==> src/rtl/can_pkg.sv <==
// Shared CAN serial definitions: receiver state encoding and the bus idle level.
// Defining CAN_RX_PARITY_EN adds the PARITY receive state.
package can_pkg;

  localparam logic CAN_RECESSIVE = 1'b1;

  typedef enum logic [2:0] {
    RX_IDLE,
    RX_START,
    RX_DATA,
`ifdef CAN_RX_PARITY_EN
    RX_PARITY,
`endif
    RX_STOP,
    RX_WAIT_IDLE
  } can_rx_state_t;

endpackage

==> src/rtl/can_bit_timer.sv <==
// Loadable bit-time down-counter; expire is high while the count sits at zero.
module can_bit_timer #(
  parameter int unsigned W = 4
) (
  input  logic         clk,
  input  logic         reset,
  input  logic         load,
  input  logic [W-1:0] load_val,
  output logic         expire
);

  logic [W-1:0] cnt;

  always_ff @(posedge clk) begin
    if (reset)
      cnt <= '0;
    else if (load)
      cnt <= load_val;
    else if (cnt != '0)
      cnt <= cnt - W'(1);
  end

  assign expire = (cnt == '0);

endmodule

==> src/rtl/can_rx_deserializer.sv <==
// Mid-bit sampling CAN-style byte receiver with valid/ack holding register.
// Define CAN_RX_PARITY_EN to receive and check an even-parity bit before the stop bit.
module can_rx_deserializer
  import can_pkg::*;
#(
  parameter int unsigned CLKS_PER_BIT = 16,
  parameter int unsigned DATA_W       = 8
) (
  input  logic              clk,
  input  logic              reset,
  input  logic              can_rx,
  output logic [DATA_W-1:0] data_out,
  output logic              data_valid,
  input  logic              data_ack,
  output logic              rx_busy,
  output logic              frame_err,
  output logic              parity_err,
  output logic              overrun_err
);

  localparam int unsigned TW = $clog2(CLKS_PER_BIT);
  localparam int unsigned IW = $clog2(DATA_W + 1);
  localparam logic [TW-1:0] HALF_LOAD = TW'(CLKS_PER_BIT / 2 - 1);
  localparam logic [TW-1:0] FULL_LOAD = TW'(CLKS_PER_BIT - 1);
  localparam logic [IW-1:0] LAST_BIT  = IW'(DATA_W - 1);

  can_rx_state_t     state, state_next;
  logic              rx_meta, rx_s, rx_prev;
  logic [1:0]        sync_fill;
  logic              t_load, expire;
  logic [TW-1:0]     t_val;
  logic              shift_en, stop_smp, good;
  logic [IW-1:0]     bit_idx;
  logic [DATA_W-1:0] shreg;
  logic              par_bad;
`ifdef CAN_RX_PARITY_EN
  logic              par_smp;
`endif

  // rx_prev stays 0 until the sync flops hold real line samples, so a line
  // that is already low out of reset never looks like a start edge.
  always_ff @(posedge clk) begin
    if (reset) begin
      rx_meta   <= CAN_RECESSIVE;
      rx_s      <= CAN_RECESSIVE;
      sync_fill <= '0;
      rx_prev   <= 1'b0;
    end else begin
      rx_meta   <= can_rx;
      rx_s      <= rx_meta;
      sync_fill <= {sync_fill[0], 1'b1};
      rx_prev   <= sync_fill[1] & rx_s;
    end
  end

  can_bit_timer #(.W(TW)) u_timer (
    .clk      (clk),
    .reset    (reset),
    .load     (t_load),
    .load_val (t_val),
    .expire   (expire)
  );

  always_ff @(posedge clk) begin
    if (reset) state <= RX_IDLE;
    else       state <= state_next;
  end

  always_comb begin
    state_next = state;
    t_load     = 1'b0;
    t_val      = FULL_LOAD;
    shift_en   = 1'b0;
    stop_smp   = 1'b0;
`ifdef CAN_RX_PARITY_EN
    par_smp    = 1'b0;
`endif
    unique case (state)
      RX_IDLE:
        if (rx_prev && !rx_s) begin
          t_load     = 1'b1;
          t_val      = HALF_LOAD;
          state_next = RX_START;
        end
      RX_START:
        if (expire) begin
          if (rx_s == CAN_RECESSIVE) begin
            state_next = RX_IDLE;
          end else begin
            t_load     = 1'b1;
            state_next = RX_DATA;
          end
        end
      RX_DATA:
        if (expire) begin
          shift_en = 1'b1;
          t_load   = 1'b1;
          if (bit_idx == LAST_BIT) begin
`ifdef CAN_RX_PARITY_EN
            state_next = RX_PARITY;
`else
            state_next = RX_STOP;
`endif
          end
        end
`ifdef CAN_RX_PARITY_EN
      RX_PARITY:
        if (expire) begin
          par_smp    = 1'b1;
          t_load     = 1'b1;
          state_next = RX_STOP;
        end
`endif
      RX_STOP:
        if (expire) begin
          stop_smp   = 1'b1;
          state_next = (rx_s == CAN_RECESSIVE) ? RX_IDLE : RX_WAIT_IDLE;
        end
      RX_WAIT_IDLE:
        if (rx_s == CAN_RECESSIVE) state_next = RX_IDLE;
      default:
        state_next = RX_IDLE;
    endcase
  end

  // Right-shift LSB-first: after DATA_W samples bit i lands at position i.
  always_ff @(posedge clk) begin
    if (reset) begin
      bit_idx <= '0;
      shreg   <= '0;
    end else if (state == RX_START && t_load) begin
      bit_idx <= '0;
    end else if (shift_en) begin
      bit_idx <= bit_idx + IW'(1);
      shreg   <= {rx_s, shreg[DATA_W-1:1]};
    end
  end

`ifdef CAN_RX_PARITY_EN
  always_ff @(posedge clk) begin
    if (reset) begin
      par_bad    <= 1'b0;
      parity_err <= 1'b0;
    end else begin
      if (par_smp) par_bad <= (^shreg) ^ rx_s;
      parity_err <= stop_smp & rx_s & par_bad;
    end
  end
`else
  assign par_bad    = 1'b0;
  assign parity_err = 1'b0;
`endif

  assign good = stop_smp & rx_s & ~par_bad;

  always_ff @(posedge clk) begin
    if (reset) begin
      data_out    <= '0;
      data_valid  <= 1'b0;
      frame_err   <= 1'b0;
      overrun_err <= 1'b0;
    end else begin
      frame_err   <= stop_smp & ~rx_s;
      overrun_err <= good & data_valid & ~data_ack;
      if (good && (!data_valid || data_ack)) begin
        data_out   <= shreg;
        data_valid <= 1'b1;
      end else if (data_valid && data_ack) begin
        data_valid <= 1'b0;
      end
    end
  end

  assign rx_busy = (state != RX_IDLE);

endmodule

==> config.mk <==
export PLATFORM = sky130hd
export DESIGN_NAME = can_rx_deserializer
export DESIGN_NICKNAME = d
export VERILOG_FILES = /design/src/rtl/can_pkg.sv /design/src/rtl/can_bit_timer.sv /design/src/rtl/can_rx_deserializer.sv
export SDC_FILE = /design/constraint.sdc
export NUM_CORES = 1
export LEC_CHECK = 0
export CAP_MARGIN = 40
export CORE_ASPECT_RATIO = 1.5
export CORE_UTILIZATION = 26
export DETAILED_ROUTE_END_ITERATION = 10
export MAX_ROUTING_LAYER = met4
export SYNTH_ARGS = -nofsm -noshare
export SYNTH_HDL_FRONTEND = slang
export SYNTH_HIERARCHICAL = 1
export SYNTH_SLANG_ARGS = --single-unit
==> constraint.sdc <==
create_clock -name clk -period 2.4 [get_ports clk]
set_input_delay 0.24 -clock clk [delete_from_list [all_inputs] [get_ports clk]]
set_output_delay 0.24 -clock clk [all_outputs]
set_load 0.01 [all_outputs]
==> results.py <==
metrics = {
    "worst_setup_path": {
        "r2r_slack_ps": 370,
        "max_stage_delay_ps": 350,
        "rr_endpoint": "u_timer/cnt[3]$_SDFFE_PP0P_",
        "cp_top_family": "simple AND/OR/NAND/NOR gates",
        "startpoint": "u_timer/cnt[0]$_SDFFE_PP0P_",
        "critPathArrivalTime_ps": 2220,
        "crit_slowest_cell": "dfxtp_1",
        "worstPathRequired_ps": 2600,
        "setup.worst_path.end": "u_timer/cnt[3]$_SDFFE_PP0P_",
        "critical_path_class": "flop to flop",
        "rr_startpoint": "u_timer/cnt[0]$_SDFFE_PP0P_",
        "critPathMaxFanout": 11,
        "cp_cell_sequence": "inv_1 > ha_1 > nor3b_4 > mux2_2 > a2bb2oi_1 > nor2_1 > or2_2 > o32ai_1",
        "crit_path_end_kind": "flop",
        "crit_cells": 8,
        "ff2ff_path_depth": 8,
        "crit_path_start_kind": "flop",
        "critPathBufInv": 1,
    },
    "sta": {
        "clock_skew_ps": 6.986,
        "slew_headroom_pct": 65.97,
        "setup_viol": 0,
        "period_minus_slack_ps": 2026,
        "worst_slew_pin_slew_ps": 507.3,
        "slew_viol_final": 0,
        "finalCritPeriodShare_pct": 84.43,
        "hold_viol": 0,
        "max_freq_ghz": 0.4935,
        "tns_ps": 0,
        "rsz0062_at_grt": "no",
    },
    "floorplan": {
        "start_util_pct": 27.09,
        "die_h_microns": 94.65,
        "fp.dieW_microns": 63.76,
        "rows": 33,
        "ios": 17,
        "fp.coreArea_sq_um": 5492,
        "die_area_sq_um": 6035,
    },
    "logic_synthesis": {
        "synth_compound_area_share_pct": 9.083,
        "synthXorXnorAreaFrac_pct": 1.766,
        "syn_inst": 167,
        "syn_avg_cell_area_sq_um": 8.908,
        "synth-seq-cells": 35,
        "async_reset_ff_share_pct": 0,
        "synthMuxAreaShare_pct": 7.569,
        "yosys.area_share.adder_pct": 1.682,
        "synth_top_family_by_area": "simple AND/OR/NAND/NOR gates",
        "netlist_area_sq_um": 1488,
        "synth-main-ff-cell": "dfxtp_1",
        "synthDistinctLibCells": 43,
        "yosys_warnings": 6,
        "ys_seq_area_share_pct": 47.10,
        "synth-edff-count": 0,
        "yosys.area_share.simple_pct": 26.83,
    },
    "detailed_routing": {
        "first_iter_violations": 65,
        "ant_nets": 0,
        "drt-vias-per-instance": 4.392,
        "first_pass_iters": 4,
        "dr_total_vias": 1120,
        "wl_mm": 2.672,
        "drc_errors": 0,
        "routedWlPerCell_microns": 10.48,
    },
    "power_and_ir_drop": {
        "ir_drop_mv": 0.3214,
        "leakage_nw": 0.6116,
        "powerDensity_nw_per_um2": 752.5,
    },
    "clock_network": {
        "post-cts-setup-buffer-count": 0,
        "clockBufferDepth": 2,
        "cts_root_buf": "clkbuf_8",
        "holdBufCountCts": 0,
        "cts.sinks": 35,
        "ctsResizeCount": 0,
        "cts.clk_slew.worst_paths_ps": 80,
        "insertion_delay_ps": 280,
        "htreeDepth": 2,
        "cts_tree": "done",
        "cts_buffers": 5,
    },
    "placed_design": {
        "port_buffers": 15,
        "place_congestion": 0.7188,
        "dp.cells": 247,
        "dp_hpwl_mm": 1.848,
    },
    "cells_and_area": {
        "regArea_sq_um": 700.7,
        "fin_cells": 255,
        "n_antenna_cell": 0,
        "n_fill_cell": 572,
        "syn2layout_area_growth_pct": 20.69,
        "drive_above_1_share_pct": 11.89,
        "multiInputGateArea_sq_um": 713.2,
        "nets": 190,
    },
    "run": {
        "drv_cap": 0,
    },
    "grt": {
        "grtUsageTotal_pct": 10.20,
        "grt_max_degree": 20,
        "grt_pass1_wl_mm": 4.526,
        "grt.overflow.total": 0,
        "grt_antenna_before_repair": 0,
        "first_global_vias": 1057,
    },
    "run_status": {
        "outcome": "completed",
    },
    "worst_hold_path": {
        "hp-class": "flop to flop",
    },
}
==> power by group <==
group | switching (mW) | internal [mW] | total (mW)
logic | 0.125 | 0.130 | 0.254
registers | 0.0307 | 0.613 | 0.644
clock network | 0.219 | 0.234 | 0.453
total | 0.374 | 0.977 | 1.35
==> area by class of cell <==
cell class / count / area share [%]
Clock buffer: 6 / 4.599
Clock inverter: 2 / 0.9059
Inverter: 4 / 0.8362
Multi-Input combinational cell: 119 / 39.72
Sequential cell: 35 / 39.02
Tap cell: 70 / 4.878
Timing Repair Buffer: 19 / 10.03
==> cells in the mapped netlist (2+ instances only) <==
cell       n  share of area [%]
xnor2_1    3                1.8
nand3_1    3                1.0
conb_1     2               0.50
o22ai_1    2               0.84
mux2i_1    9                6.1
inv_1      3               0.76
a21oi_1   11                3.7
buf_4      3                1.5
nor2b_1    3                1.3
clkbuf_1   2               0.50
mux2_2     2                1.5
nand2_1   41                 10
or3_1      3                1.3
buf_2      4                1.3
nor2_1     7                1.8
dfxtp_1   35                 47
or2_2      3                1.3
nor3_1     4                1.3
ha_1       2                1.7
nor4_1     2               0.84
==> cell usage in the layout, fill, tap and decap left out, types with 2 or more instances in the layout <==
master / synthesis / routed
or3_1: 3 / 3
clkdlybuf4s50_1: 0 / 15
clkbuf_8: 0 / 6
ha_1: 2 / 2
o22ai_1: 2 / 2
mux2i_1: 9 / 9
nor2b_1: 3 / 3
conb_1: 2 / 4
nand3_1: 3 / 3
nor2_1: 7 / 7
dfxtp_1: 35 / 35
xnor2_1: 3 / 3
a21oi_1: 11 / 11
or2_2: 3 / 3
nor4_1: 2 / 2
nor3_1: 4 / 4
inv_1: 3 / 3
nand2_1: 41 / 41
buf_4: 3 / 4
mux2_2: 2 / 2
==> worst min path at each step <==
stage	start	endpoint	cells after the start
3_5_place_dp	rx_meta$_SDFF_PP1_	rx_s$_SDFF_PP1_	1
4_1_cts	rx_meta$_SDFF_PP1_	rx_s$_SDFF_PP1_	1
2_1_floorplan	reset	u_timer/cnt[2]$_SDFFE_PP0P_	1
5_1_grt	rx_meta$_SDFF_PP1_	rx_s$_SDFF_PP1_	1
3_3_place_gp	rx_meta$_SDFF_PP1_	rx_s$_SDFF_PP1_	1
6_report	rx_meta$_SDFF_PP1_	rx_s$_SDFF_PP1_	1
==> stage by stage <==
step	instance area, sq um	util (%)	total power [mW]	worst slack, ps	hold WS [ps]
2_1_floorplan	1495	-	0.8590	530.2	319.3
3_3_place_gp	1697	30.90	0.9018	437.0	399.4
3_5_place_dp	1697	30.90	0.9091	405.5	398.9
4_1_cts	1795	32.70	1.365	385.3	417.8
5_1_grt	1795	32.70	1.414	232.6	451.2
6_report	1795	32.70	1.351	373.7	412.6
==> registers in the layout, indices dropped and copies added, names as in the netlist, 2 cells and up <==
register / count
data_out: 8
shreg: 8
bit_idx: 4
u_timer/cnt: 4
sync_fill: 2
state: 3
==> per-layer routing <==
metal	wire length (microns)	global-route usage [%]
met5	0	-
met4	78	7.008
met3	96	3.261
met2	1255	16.13
met1	1242	10.74
==> cells by family (layout without fill, tap and decap cells) <==
logic type,Yosys count,count (layout)
fa+ha+maj,2,2
compound gates,21,21
buf+inv,15,31
simple gates,78,78
xor+xnor,3,3
mux,11,11
flops,35,35
other cells,2,4
No activity file was read; power rests on OpenSTA's default activity.
